==> src/rtl/mem_arb_pkg.sv <==
// Shared types and constants for the two-port memory arbiter.
package mem_arb_pkg;

    typedef enum logic [1:0] {
        IDLE   = 2'd0,
        ACCESS = 2'd1,
        DONE   = 2'd2
    } state_t;

    localparam logic PORT_CPU = 1'b0;
    localparam logic PORT_DMA = 1'b1;

    localparam int CNT_W = 4;

endpackage

==> src/rtl/mem_arb_grant.sv <==
// Picks which port wins an IDLE-cycle request; MEM_ARB_ROUND_ROBIN_EN adds a
// last-grant flag so ties alternate instead of always favouring the CPU.
module mem_arb_grant
    import mem_arb_pkg::*;
(
`ifdef MEM_ARB_ROUND_ROBIN_EN
    input  logic clk,
    input  logic reset_n,
    input  logic grant_take,
`endif
    input  logic cpu_req,
    input  logic dma_req,
    output logic grant_port
);

`ifdef MEM_ARB_ROUND_ROBIN_EN
    logic last_q;
    logic last_d;

    always_comb begin
        last_d = last_q;
        if (grant_take) begin
            last_d = grant_port;
        end
    end

    // Starts at DMA so the first tie after reset goes to the CPU.
    always_ff @(posedge clk or negedge reset_n) begin
        if (!reset_n) begin
            last_q <= PORT_DMA;
        end else begin
            last_q <= last_d;
        end
    end

    always_comb begin
        grant_port = PORT_CPU;
        if (cpu_req && dma_req) begin
            grant_port = (last_q == PORT_CPU) ? PORT_DMA : PORT_CPU;
        end else if (dma_req) begin
            grant_port = PORT_DMA;
        end
    end
`else
    always_comb begin
        grant_port = PORT_CPU;
        if (!cpu_req && dma_req) begin
            grant_port = PORT_DMA;
        end
    end
`endif

endmodule

==> src/rtl/mem_arbiter.sv <==
// CPU/DMA arbiter in front of a single-port synchronous RAM.
// Optional MEM_ARB_ROUND_ROBIN_EN switches tie-breaking to round robin.
module mem_arbiter
    import mem_arb_pkg::*;
#(
    parameter int ADDR_W      = 9,
    parameter int WAIT_STATES = 1
) (
    input  logic              clk,
    input  logic              reset_n,
    input  logic              cpu_req,
    input  logic              cpu_we,
    input  logic [ADDR_W-1:0] cpu_addr,
    input  logic [31:0]       cpu_wdata,
    output logic [31:0]       cpu_rdata,
    output logic              cpu_ack,
    input  logic              dma_req,
    input  logic              dma_we,
    input  logic [ADDR_W-1:0] dma_addr,
    input  logic [31:0]       dma_wdata,
    output logic [31:0]       dma_rdata,
    output logic              dma_ack,
    output logic              ram_en,
    output logic              ram_we,
    output logic [ADDR_W-1:0] ram_addr,
    output logic [31:0]       ram_wdata,
    input  logic [31:0]       ram_rdata
);

    localparam logic [CNT_W-1:0] WAIT_INIT = CNT_W'(WAIT_STATES);

    state_t            state_q, state_d;
    logic [CNT_W-1:0]  cnt_q, cnt_d;
    logic              gnt_q, gnt_d;
    logic              we_q, we_d;
    logic [ADDR_W-1:0] addr_q, addr_d;
    logic [31:0]       wdata_q, wdata_d;
    logic [31:0]       cpu_rdata_q, cpu_rdata_d;
    logic [31:0]       dma_rdata_q, dma_rdata_d;
    logic              grant_port;
    logic              grant_take;

    mem_arb_grant u_grant (
`ifdef MEM_ARB_ROUND_ROBIN_EN
        .clk        (clk),
        .reset_n    (reset_n),
        .grant_take (grant_take),
`endif
        .cpu_req    (cpu_req),
        .dma_req    (dma_req),
        .grant_port (grant_port)
    );

    always_comb begin
        state_d     = state_q;
        cnt_d       = cnt_q;
        gnt_d       = gnt_q;
        we_d        = we_q;
        addr_d      = addr_q;
        wdata_d     = wdata_q;
        cpu_rdata_d = cpu_rdata_q;
        dma_rdata_d = dma_rdata_q;
        grant_take  = 1'b0;

        unique case (state_q)
            IDLE: begin
                if (cpu_req || dma_req) begin
                    grant_take = 1'b1;
                    gnt_d      = grant_port;
                    cnt_d      = WAIT_INIT;
                    state_d    = ACCESS;
                    if (grant_port == PORT_DMA) begin
                        we_d    = dma_we;
                        addr_d  = dma_addr;
                        wdata_d = dma_wdata;
                    end else begin
                        we_d    = cpu_we;
                        addr_d  = cpu_addr;
                        wdata_d = cpu_wdata;
                    end
                end
            end
            ACCESS: begin
                // ram_rdata is only trustworthy in the final access cycle.
                if (cnt_q == '0) begin
                    state_d = DONE;
                    if (!we_q) begin
                        if (gnt_q == PORT_DMA) begin
                            dma_rdata_d = ram_rdata;
                        end else begin
                            cpu_rdata_d = ram_rdata;
                        end
                    end
                end else begin
                    cnt_d = cnt_q - 1'b1;
                end
            end
            DONE: begin
                state_d = IDLE;
            end
            default: begin
                state_d = IDLE;
            end
        endcase
    end

    always_ff @(posedge clk or negedge reset_n) begin
        if (!reset_n) begin
            state_q     <= IDLE;
            cnt_q       <= '0;
            gnt_q       <= PORT_CPU;
            we_q        <= 1'b0;
            addr_q      <= '0;
            wdata_q     <= '0;
            cpu_rdata_q <= '0;
            dma_rdata_q <= '0;
        end else begin
            state_q     <= state_d;
            cnt_q       <= cnt_d;
            gnt_q       <= gnt_d;
            we_q        <= we_d;
            addr_q      <= addr_d;
            wdata_q     <= wdata_d;
            cpu_rdata_q <= cpu_rdata_d;
            dma_rdata_q <= dma_rdata_d;
        end
    end

    // Strobes decode straight from the state flop so reset kills them at once.
    assign ram_en    = (state_q == ACCESS);
    assign ram_we    = (state_q == ACCESS) && we_q;
    assign ram_addr  = addr_q;
    assign ram_wdata = wdata_q;
    assign cpu_ack   = (state_q == DONE) && (gnt_q == PORT_CPU);
    assign dma_ack   = (state_q == DONE) && (gnt_q == PORT_DMA);
    assign cpu_rdata = cpu_rdata_q;
    assign dma_rdata = dma_rdata_q;

endmodule

==> config.mk <==
export PLATFORM = sky130hd
export DESIGN_NAME = mem_arbiter
export DESIGN_NICKNAME = d
export VERILOG_FILES = /design/src/rtl/mem_arb_pkg.sv /design/src/rtl/mem_arb_grant.sv /design/src/rtl/mem_arbiter.sv
export SDC_FILE = /design/constraint.sdc
export NUM_CORES = 1
export LEC_CHECK = 0
export CAP_MARGIN = 20
export CORE_MARGIN = 8
export CORE_UTILIZATION = 37
export CTS_CLUSTER_SIZE = 25
export DETAILED_ROUTE_END_ITERATION = 8
export PLACE_DENSITY = 0.77
export SLEW_MARGIN = 20
export SYNTH_ARGS = -nofsm -noshare
export SYNTH_HDL_FRONTEND = slang
export SYNTH_SLANG_ARGS = --single-unit
==> constraint.sdc <==
create_clock -name clk -period 1.9 [get_ports clk]
set_clock_uncertainty 0.2 [all_clocks]
set_input_delay 0.38 -clock clk [delete_from_list [all_inputs] [get_ports clk]]
set_output_delay 0.38 -clock clk [all_outputs]
set_load 0.05 [all_outputs]
==> flow_summary.yaml, run 1 <==
cts:
  cts-root-buf: "clkbuf_16"
  htreeDepth: 4
  clock-sinks: 113
  cts_buffers: 17
  cts.path.max_buffers: 2
  clkLatencyLatePin_ps: 410
  cts.clk_slew.worst_paths_ps: 50
  tritoncts: "built"
die:
  die_x_um: 130
  die_h_um: 130
  initial_utilization_pct: 37.8
  core_um2: 12600
  ioPinCount: 229
  fp-row-count: 41
  die-area_um2: 16800
setup_path:
  worstReg2RegEnd: "cpu_rdata[25]"
  critPathKind: "flop to flop"
  r2r_setup_slack_ps: -260
  crit_path_start_kind: "flop"
  cp_max_fo: 16
  crit_required_ps: 1990
  worstPathArrival_ps: 2250
  end_kind: "flop"
  r2r-start: "cnt_q[0]"
  cp-startpoint: "cnt_q[0]"
  rr_worst_depth: 7
  cp-endpoint: "cpu_rdata[25]"
timing:
  rsz0062_at_grt: "yes"
  fin_crit_sh_pct: 114
  fmax_ghz: 0.462
  worst_pin_slew_ps: 386
  hold_viol: 0
  holdWs_ps: 216
  fin_crit_ps: 2160
  drv_slew: 0
  slew_headroom_pct: 74.3
  finalSetupViolCount: 68
  setup_ws_ps: -265
  tns_ps: -13630
placement:
  gp_congestion: 0.760
  hpwl_um: 11000
  port_buffers: 228
  place_inst: 764
global_route:
  overflow: 0
  grt_pass1_vias: 4474
  antenna_found_initial: 0
  track_usage_pct: 18.0
  grt_max_degree: 47
  grt_pass1_wl_um: 23400
drt:
  routed_wl_um: 15300
  post_drt_via_cell_ratio: 4.90
  ant_nets: 0
  drc: 0
  detail_route.wl_per_cell_um: 18.8
  firstDrtPassIters: 4
  vias: 3982
  drtIter0Drc: 202
power:
  total_power_mw: 17.4
  leakage_nw: 3.77
  vdd_ir_drop_max_mv: 0.926
  p_per_area_nw_per_um2: 2110
final_layout:
  register_area_um2: 2830
  synthToLayoutAreaGrowth_pct: 72.7
  drive_above_1_share_pct: 40.8
  mostFrequentLayoutCell: "buf_4"
  fillCellCount: 968
  multiInputGateArea_um2: 2030
  instances_no_fill: 812
  fin_nets: 749
  layout_common_cells: "buf_4, clkdlybuf4s50_1, dfrtp_1"
  antennaDiodeCount: 0
job:
  cap_viol_max_count: 0
yosys:
  synth_area_um2: 4770
  synthCells: 363
  yosysSeqAreaShare_pct: 59.3
  syn-num-nets: 485
  ys_ff_latch: 113
  ys_warn_count: 0
  synth.distinct_cells: 33
  avgSynthCellArea_um2: 13.1
status:
  violations: "negative setup slack"
  outcome: "finished with violations"
worst_hold_path:
  hold_path_class: "primary input to asynchronous set/reset pin"
-- state kept, by name, summed over array words and instances (netlist names) --
name       flops
cnt_q          4
we_q           1
cpu_rdata     32
ram_wdata     32
ram_addr       9
gnt_q          1
state_q        2
dma_rdata     32
-- cell usage after synthesis (all sizes together) --
library cell / instances / share of area (%)
a21oi: 2 / 0.21
a311o: 1 / 0.21
a31o: 1 / 0.18
and2: 1 / 0.13
and3: 1 / 0.13
and3b: 1 / 0.18
buf: 11 / 1.5
clkbuf: 14 / 1.1
dfrtp: 113 / 59
ha: 2 / 0.52
inv: 3 / 0.24
mux2: 65 / 15
mux2i: 42 / 8.8
nand2: 2 / 0.16
nand2b: 1 / 0.13
nand3b: 1 / 0.16
nand4b: 2 / 0.50
nor2: 4 / 0.31
nor2b: 1 / 0.13
nor3: 1 / 0.10
nor3b: 2 / 0.31
nor4: 2 / 0.58
o211ai: 1 / 0.16
o21ai: 85 / 8.9
o22ai: 1 / 0.13
or2: 1 / 0.13
or3: 1 / 0.13
or3b: 1 / 0.24
-- critical path, stage by stage, from the launching register on --
cell,delay (ps)
dfrtp_1,390
inv_2,90
ha_4,140
or3b_4,390
nor4_4,150
buf_6,170
buf_12,170
mux2_2,350
-- worst min path at each step --
stage,startpoint,endpoint
5_1_grt,reset_n,cpu_rdata[13]
3_3_place_gp,reset_n,cpu_rdata[13]
2_1_floorplan,reset_n,cnt_q[0]
6_report,reset_n,cpu_rdata[13]
4_1_cts,reset_n,cpu_rdata[13]
3_5_place_dp,reset_n,cpu_rdata[13]
-- power breakdown --
| part | internal, mW | switching, mW | total (mW) |
|---|---|---|---|
| logic | 3.76 | 6.23 | 9.99 |
| clock network | 1.99 | 1.04 | 3.03 |
| registers | 3.64 | 0.725 | 4.36 |
| total | 9.38 | 8.00 | 17.4 |
-- cells by family (layout without fill, tap and decap cells) --
group | count (synthesis) | count (layout) | share of synthesized area, %
and+or+nand+nor | 22 | 22 | 3.33
DFF | 113 | 113 | 59.3
AOI/OAI and AO/OA | 91 | 91 | 9.81
muxes | 107 | 107 | 24.2
adders and majority gates | 2 | 2 | 0.525
buffers and inverters | 28 | 305 | 2.89
-- routing by layer --
metal  wire length (µm)  vias up  track usage, %
li1                   -     1843               -
met1               5970     1931            19.7
met2               7680      190            30.7
met3               1440       18            6.94
met4                217        0            7.51
met5                  0        -               0
-- final cells by class --
type | count | area share, %
Sequential cell | 113 | 34.3
Clock buffer | 22 | 5.64
Timing Repair Buffer | 270 | 31.2
Tap cell | 172 | 2.61
Clock inverter | 10 | 1.34
Inverter | 3 | 0.182
Multi-Input combinational cell | 222 | 24.7
-- through the flow --
stage | utilization (%) | setup WS (ps) | instance area (µm²)
after floorplan | - | -196 | 4940
after global placement | 58.2 | -177 | 7350
after detailed placement | 58.2 | -284 | 7350
after CTS | 64.0 | -237 | 8080
after global routing | 65.3 | -307 | 8240
final | 65.3 | -265 | 8240
-- repair_timing --
item	CTS	global route
endpoints found under the setup margin	68	68
setup buffers	5	6
gates resized for setup	14	19
hold buffers	1	0
pin swaps	2	1
hold endpoints to repair	21	0
gates cloned	2	2
(Power assumes the default switching activity.)
==> inputs of run 2 (changes only) <==
--- a/config.mk
+++ b/config.mk
@@ -5,12 +5,12 @@
 export SDC_FILE = /design/constraint.sdc
 export NUM_CORES = 1
 export LEC_CHECK = 0
-export CAP_MARGIN = 20
 export CORE_MARGIN = 8
-export CORE_UTILIZATION = 37
+export CORE_UTILIZATION = 38
+export CTS_BUF_LIST = sky130_fd_sc_hd__clkbuf_8
 export CTS_CLUSTER_SIZE = 25
 export DETAILED_ROUTE_END_ITERATION = 8
-export PLACE_DENSITY = 0.77
+export PLACE_DENSITY = 0.79
 export SLEW_MARGIN = 20
 export SYNTH_ARGS = -nofsm -noshare
 export SYNTH_HDL_FRONTEND = slang
==> flow_summary.yaml, run 2 (synthesized netlist as in run 1, its figures left out) <==
status:
  outcome: "finished with violations"
  violations: "negative setup slack"
setup_path:
  crit_path_start_kind: "flop"
  cp_max_fo: 16
  crit_required_ps: 2000
  end_kind: "flop"
  critPathKind: "flop to flop"
  worstPathArrival_ps: 2230
timing:
  rsz0062_at_grt: "yes"
  drv_slew: 0
  fin_crit_sh_pct: 112
  setup_ws_ps: -231
  slew_headroom_pct: 58.4
  fmax_ghz: 0.469
  finalSetupViolCount: 68
  hold_viol: 0
  fin_crit_ps: 2130
  worst_pin_slew_ps: 624
drt:
  drc: 0
  vias: 4012
  detail_route.wl_per_cell_um: 19.0
  post_drt_via_cell_ratio: 4.95
  firstDrtPassIters: 4
  routed_wl_um: 15400
  ant_nets: 0
  drtIter0Drc: 242
final_layout:
  fin_util_pct: 65.3
  synthToLayoutAreaGrowth_pct: 69.9
  drive_above_1_share_pct: 41.2
  fin_nets: 749
  instances_no_fill: 811
  layout_common_cells: "buf_4, clkdlybuf4s50_1, dfrtp_1"
  mostFrequentLayoutCell: "buf_4"
  antennaDiodeCount: 0
worst_hold_path:
  hold_path_class: "flop to flop"
global_route:
  grt_pass1_wl_um: 23500
  grt_pass1_vias: 4437
  antenna_found_initial: 0
  overflow: 0
  track_usage_pct: 18.4
  grt_max_degree: 114
cts:
  tritoncts: "built"
  clkLatencyLatePin_ps: 420
  cts_buffers: 17
  cts.clk_slew.worst_paths_ps: 70
  cts-root-buf: "clkbuf_8"
  clock-sinks: 113
  cts.path.max_buffers: 2
  htreeDepth: 4
placement:
  place_inst: 769
  hpwl_um: 11200
  gp_congestion: 0.819
  port_buffers: 228
power:
  vdd_ir_drop_max_mv: 0.705
  leakage_nw: 3.69
  p_per_area_nw_per_um2: 2100
die:
  fp-row-count: 41
  initial_utilization_pct: 38.4
  die_x_um: 128
  core_um2: 12400
  die_h_um: 128
  die-area_um2: 16400
  ioPinCount: 229
job:
  cap_viol_max_count: 0
## run 2: path summary, 6_finish.rpt
path	slack, ps	cells past startpoint	endpoint	from
setup reg to reg	-230	7	cpu_rdata[16]	cnt_q[1]
hold reg to reg	310	2	ram_wdata[6]	ram_wdata[6]
hold / removal	310	2	ram_wdata[6]	ram_wdata[6]
setup / recovery	-230	7	cpu_rdata[16]	cnt_q[1]
min in group asynchronous	370	3	dma_rdata[15]	reset_n
max in group asynchronous	590	3	gnt_q	reset_n
## run 2: per-stage QoR
step	power (mW)	setup WS [ps]	cell area, µm²	hold WS, ps	TNS (ps)
after floorplan	10.5	-196	4940	-116	-7980
after global placement	13.6	-174	7360	282	-6720
after detailed placement	13.9	-258	7360	298	-11410
after CTS	16.9	-239	7980	312	-11400
after global routing	17.8	-313	8100	319	-16150
final	17.0	-231	8100	307	-9880
## run 2: where the power goes
| part | total [mW] | internal, mW | switching, mW |
|---|---|---|---|
| registers | 4.38 | 3.63 | 0.747 |
| logic | 9.88 | 3.66 | 6.22 |
| clock network | 2.74 | 1.78 | 0.955 |
| total | 17.0 | 9.07 | 7.92 |
## run 2: critical path, cell delays in order (launching register included)
cell     delay, ps
dfrtp_1        390
inv_2           80
ha_4           120
or3b_4         390
nor4_4         150
buf_6          160
buf_12         170
mux2_2         350
## run 2: what timing repair did
action | CTS | global route
buffers inserted | 5 | 4
hold buffers | 1 | 0
gates resized for setup | 16 | 20
gates cloned | 1 | 2
endpoints found under the setup margin | 67 | 69
endpoints found under the hold margin | 113 | 0
pin swaps | 1 | 1
## run 2: area by class of cell
type | instances | area (µm²)
Clock inverter | 11 | 209
Multi-Input combinational cell | 222 | 2050
Sequential cell | 113 | 2830
Inverter | 3 | 15.0
Tap cell | 172 | 215
Fill cell | 956 | 4310
Timing Repair Buffer | 270 | 2510
Clock buffer | 20 | 275
## run 2: layer usage
layer | routed length [µm] | part of all wire (%) | GRT usage (%) | vias to the layer above
met5 | 0 | 0 | 0 | -
met3 | 1340 | 8.7 | 7.11 | 18
li1 | - | - | - | 1834
met1 | 6190 | 40 | 21.2 | 1984
met4 | 242 | 1.6 | 6.78 | 0
met2 | 7630 | 50 | 30.4 | 176
